File: config.mk
export PLATFORM = sky130hd
export DESIGN_NAME = cnt_sched
export DESIGN_NICKNAME = d
export VERILOG_FILES = /design/src/rtl/cnt_sched.sv
export SDC_FILE = /design/constraint.sdc
export NUM_CORES = 1
export LEC_CHECK = 0
export BUFFER_PORTS_ARGS = -buffer_cell sky130_fd_sc_hd__buf_2
export CAP_MARGIN = 20
export CORE_MARGIN = 1.5
export CORE_UTILIZATION = 34
export CTS_BUF_LIST = sky130_fd_sc_hd__clkbuf_16
export CTS_CLUSTER_SIZE = 12
export DETAILED_ROUTE_END_ITERATION = 10
export PLACE_DENSITY_LB_ADDON = 0.3
export SYNTH_ARGS = -nofsm -noshare
export SYNTH_HDL_FRONTEND = slang
export SYNTH_SLANG_ARGS = --single-unit
File: constraint.sdc
create_clock -name CLK -period 4.6 [get_ports CLK]
set_input_delay 1.15 -clock CLK [delete_from_list [all_inputs] [get_ports CLK]]
set_output_delay 1.15 -clock CLK [all_outputs]
set_load 0.02 [all_outputs]
File: src/rtl/cnt_sched.sv
// Round-robin scheduler time-sharing one cycle counter among NREQ requesters.
// Optional: define CNT_SCHED_ABORT_EN to abort a run when its REQ drops mid-run.
module cnt_sched #(
  parameter int NREQ  = 4,
  parameter int CNT_W = 8
) (
  input  logic                  CLK,
  input  logic                  RST,
  input  logic [NREQ-1:0]       REQ,
  input  logic [NREQ*CNT_W-1:0] LEN,
  output logic [NREQ-1:0]       GNT,
  output logic [NREQ-1:0]       DONE,
  output logic [CNT_W-1:0]      CNT,
  output logic                  BUSY
);

  localparam int PW = (NREQ > 1) ? $clog2(NREQ) : 1;

  typedef enum logic [1:0] {
    S_IDLE,
    S_RUN,
    S_FIN
  } state_e;

  state_e            state_q, state_d;
  logic [NREQ-1:0]   gnt_q, gnt_d;
  logic [NREQ-1:0]   done_q, done_d;
  logic [CNT_W-1:0]  cnt_q, cnt_d;
  logic [CNT_W-1:0]  len_q, len_d;
  logic [PW-1:0]     ptr_q, ptr_d;

  logic [CNT_W-1:0]  len_arr [NREQ];
  logic              found;
  logic [PW-1:0]     pick;
  logic [PW-1:0]     idx;
  logic [CNT_W-1:0]  pick_len;

  always_comb begin
    for (int unsigned i = 0; i < NREQ; i++) begin
      len_arr[i] = LEN[i*CNT_W +: CNT_W];
    end
  end

  // Search starts just past the last granted requester and wraps at NREQ.
  always_comb begin
    found = 1'b0;
    pick  = ptr_q;
    idx   = ptr_q;
    for (int unsigned i = 1; i <= NREQ; i++) begin
      idx = PW'((32'(ptr_q) + i) % NREQ);
      if (!found && REQ[idx]) begin
        found = 1'b1;
        pick  = idx;
      end
    end
    pick_len = len_arr[pick];
  end

  always_comb begin
    state_d = state_q;
    gnt_d   = gnt_q;
    done_d  = '0;
    cnt_d   = cnt_q;
    len_d   = len_q;
    ptr_d   = ptr_q;
    case (state_q)
      S_IDLE: begin
        if (found) begin
          state_d     = S_RUN;
          gnt_d       = '0;
          gnt_d[pick] = 1'b1;
          cnt_d       = '0;
          len_d       = (pick_len == '0) ? CNT_W'(1) : pick_len;
          ptr_d       = pick;
        end
      end
      S_RUN: begin
`ifdef CNT_SCHED_ABORT_EN
        if (!REQ[ptr_q]) begin
          state_d = S_IDLE;
          gnt_d   = '0;
          cnt_d   = '0;
        end else
`endif
        if (cnt_q == len_q - 1'b1) begin
          state_d = S_FIN;
          gnt_d   = '0;
          cnt_d   = '0;
          done_d  = gnt_q;
        end else begin
          cnt_d = cnt_q + 1'b1;
        end
      end
      S_FIN: begin
        state_d = S_IDLE;
      end
      default: begin
        state_d = S_IDLE;
        gnt_d   = '0;
        cnt_d   = '0;
      end
    endcase
  end

  always_ff @(posedge CLK) begin
    if (RST) begin
      state_q <= S_IDLE;
      gnt_q   <= '0;
      done_q  <= '0;
      cnt_q   <= '0;
      len_q   <= '0;
      ptr_q   <= PW'(NREQ - 1);
    end else begin
      state_q <= state_d;
      gnt_q   <= gnt_d;
      done_q  <= done_d;
      cnt_q   <= cnt_d;
      len_q   <= len_d;
      ptr_q   <= ptr_d;
    end
  end

  assign GNT  = gnt_q;
  assign DONE = done_q;
  assign CNT  = cnt_q;
  assign BUSY = (state_q != S_IDLE);

endmodule
==> flow_summary_export.csv <==
group,metric,value,unit
routing,top_layer_used,"met4",
clock_tree,cts_tree,"yes",
floorplanning,start_util,35.3,%
sta,timing.final.ws_setup,1.51,ns
clock_tree,hold_buffers,0,
clock_tree,cts.sinks,28,
power,peakVddDrop,142,uV
worst_hold_path,worstHoldPathType,"reg -> reg",
yosys,ys_seq_elements,28,
power,seqPwrFrac,41.4,%
yosys,synth_edf_count,0,
sta,rsz0062_at_grt,"false",
sta,fin_setup_tns,0,ns
power,power.leakage,0.895,nW
clock_tree,insertion_delay,0.26,ns
cells_and_area,diodes,0,
yosys,synth_commonest_cells,"dfxtp_1, nand2_1, nor2_1",
yosys,synth_most_common_cell,"dfxtp_1",
setup_path,r2r-start,"len_q[0]",
worst_hold_path,hold_start,"len_q[7]",
setup_path,end_kind,"flop",
clock_tree,post_cts_buffers,0,
floorplanning,fp.coreArea,0.00472,sq mm
setup_path,slowest_stage,"mux4_2",
routing,routed-via-count,1484,
power,switchingPower,0.203,mW
yosys,yosysWarnings,0,
setup_path,worst-path-max-fanout,18,
sta,hold_viol_final,0,
flow_run,max_cap_viol_count,0,
yosys,syn_inst,190,
yosys,synth_cell_types,45,
cells_and_area,instances_no_fill,307,
clock_tree,h-tree-depth,1,
power,total_power,0.678,mW
routing,antenna_left,0,
cells_and_area,layout.nets,281,
setup_path,required,4.77,ns
setup_path,start_kind,"input port",
routing,drt_pre_antenna_iters,4,
worst_hold_path,min_to,"len_q[7]",
yosys,syn_avg_cell_area,8.78,sq um
grt,antenna_found_initial,0,
placed_design,port_buffers,54,
setup_path,max_stage_delay,0.53,ns
routing,wl_met1,1890,microns
sta,slew_headroom,54.1,%
yosys,synth_area,0.00167,sq mm
routing,dr_wl_met3,160,microns
sta,fin_worst_skew,0.00253,ns
cells_and_area,area_growth,23.6,%
power,swShare,30.0,%
yosys,ys.flop_type,"dfxtp_1",
routing,drt_wl_total,3610,microns
placed_design,hpwl,2800,microns
routing,drcViolationCount,0,
power,combPwrFrac,29.1,%
floorplanning,io_pins,55,
setup_path,startpoint,"REQ[3]",
floorplanning,fp-row-count,25,
yosys,yosysTopAreaCellShare,33.6,%
outcome,status,"completed",
grt,grt_max_degree,21,
sta,period_needed,3.09,ns
grt,globalRouteTotalUtil,14.4,%
power,p_int,0.474,mW
setup_path,crit_chain,"buf_2 > nand2b_1 > o21ai_0 > a221oi_2 > buf_4 > mux4_2 > or4_1 > a221oi_1",
clock_tree,root_buffer,"clkbuf_16",
sta,drv_slew,0,
clock_tree,cts_buffer_depth,2,
yosys,async_flop_share,0,%
grt,grt-ovfl-total,0,
floorplanning,die_h,73.1,microns
grt,grt_pass1_vias,1368,
setup_path,cp.arrival,3.26,ns
sta,fmax,324,MHz
routing,wl_per_cell,11.8,microns
yosys,yosysSeqAreaShare,33.6,%
routing,viasPerCell,4.83,
placed_design,placed_cells,303,
power,pwr-share-clk,29.5,%
clock_tree,cts.clk_slew.worst_paths,0.07,ns
setup_path,path_class,"in -> reg",
sta,tightest_slew,0.679,ns
yosys,yosys-top-cells-area,"dfxtp_1, mux2i_1, xor2_1",
cells_and_area,drive_above_1_share,30.0,%
yosys,synth_fp_nets,230,
setup_path,rr_endpoint,"CNT[1]",
grt,grt_pass1_wl,6130,microns
routing,drtIter0Drc,34,
power,power_density,328,mW/mm^2
yosys,synth_top_cell_by_area,"dfxtp_1",
placed_design,preCtsSetupSlack,1.22,ns
routing,met2_length,1520,microns
sta,finalSetupViolCount,0,
worst_hold_path,min_path_cells,2,
setup_path,r2r_cells,9,
setup_path,worst-r2r-setup-slack,1.79,ns
clock_tree,cts_resized,0,
floorplanning,dieArea,0.00534,sq mm
sta,finalCritPeriodShare,67.1,%
floorplanning,die_x,73.1,microns
clock_tree,cts_buffers,3,
placed_design,globalplace.congestion,0.820,
==> through the flow <==
step	util [%]	instance area, sq um	hold slack, ns
2_1_floorplan	-	1670	0.449
3_3_place_gp	42.0	1980	0.464
3_5_place_dp	42.0	1980	0.469
4_1_cts	43.7	2060	0.479
5_1_grt	43.7	2060	0.503
6_report	43.7	2060	0.477
==> kinds of logic after synthesis <==
kind of cell             share of synthesized area [%]
flip-flops                                        33.6
buffers and inverters                             4.12
multiplexers                                      15.2
AO/OA/AOI/OAI                                     13.0
XOR/XNOR                                          8.40
adder cells (fa/ha/maj)                           1.50
AND/OR/NAND/NOR                                   24.1
==> cells in the final DEF, fill, tap and decap left out, types with 6 or more instances in the layout <==
| cell type | count |
|---|---|
| buf_2 | 54 |
| dfxtp_1 | 28 |
| nand2_1 | 20 |
| nor2_1 | 20 |
| mux2i_1 | 13 |
| a21oi_1 | 11 |
| xor2_1 | 9 |
| xnor2_1 | 7 |
| nor4_1 | 6 |
| nand2b_1 | 6 |
==> registers in the layout, indices dropped and copies added (netlist names) <==
register  flops
CNT           8
len_q         8
DONE          4
GNT           4
ptr_q         2
state_q       2
==> worst max-delay path: cells and delay by family <==
| family | cells | cell delay [ns] |
|---|---|---|
| AND/OR/NAND/NOR | 2 | 0.61 |
| buffers and inverters | 2 | 0.39 |
| multiplexers | 1 | 0.53 |
| AO/OA/AOI/OAI | 3 | 0.58 |
==> power by group through the flow <==
stage	Sequential (mW)	Combinational (mW)	Clock (mW)
2_1_floorplan	0.286	0.150	0
4_1_cts	0.280	0.199	0.206
3_5_place_dp	0.286	0.198	0
5_1_grt	0.284	0.221	0.210
3_3_place_gp	0.285	0.195	0
6_report	0.281	0.197	0.200
==> cell type report <==
class / count / area, sq um
inverter: 4 / 15.0
sequential: 28 / 561
clock buffer: 3 / 75.1
multi-input combinational: 148 / 1040
timing repair buffer: 56 / 285
clock inverter: 1 / 3.75
tap: 67 / 83.8
fill: 497 / 2660
==> how the worst max path moves through the flow <==
| stage | end | cells past startpoint |
|---|---|---|
| CTS | len_q[0] | 8 |
| finish | len_q[0] | 8 |
| global placement | len_q[0] | 8 |
| floorplan | len_q[0] | 6 |
| global route | len_q[0] | 8 |
| detailed placement | len_q[0] | 8 |
==> metal layers <==
metal | vias up | track usage, %
li1 | 781 | -
met3 | 5 | 2.07
met2 | 49 | 22.2
met4 | 0 | 5.66
met1 | 649 | 20.0
met5 | - | 0
Note: power is estimated with default switching activity, not from simulation.
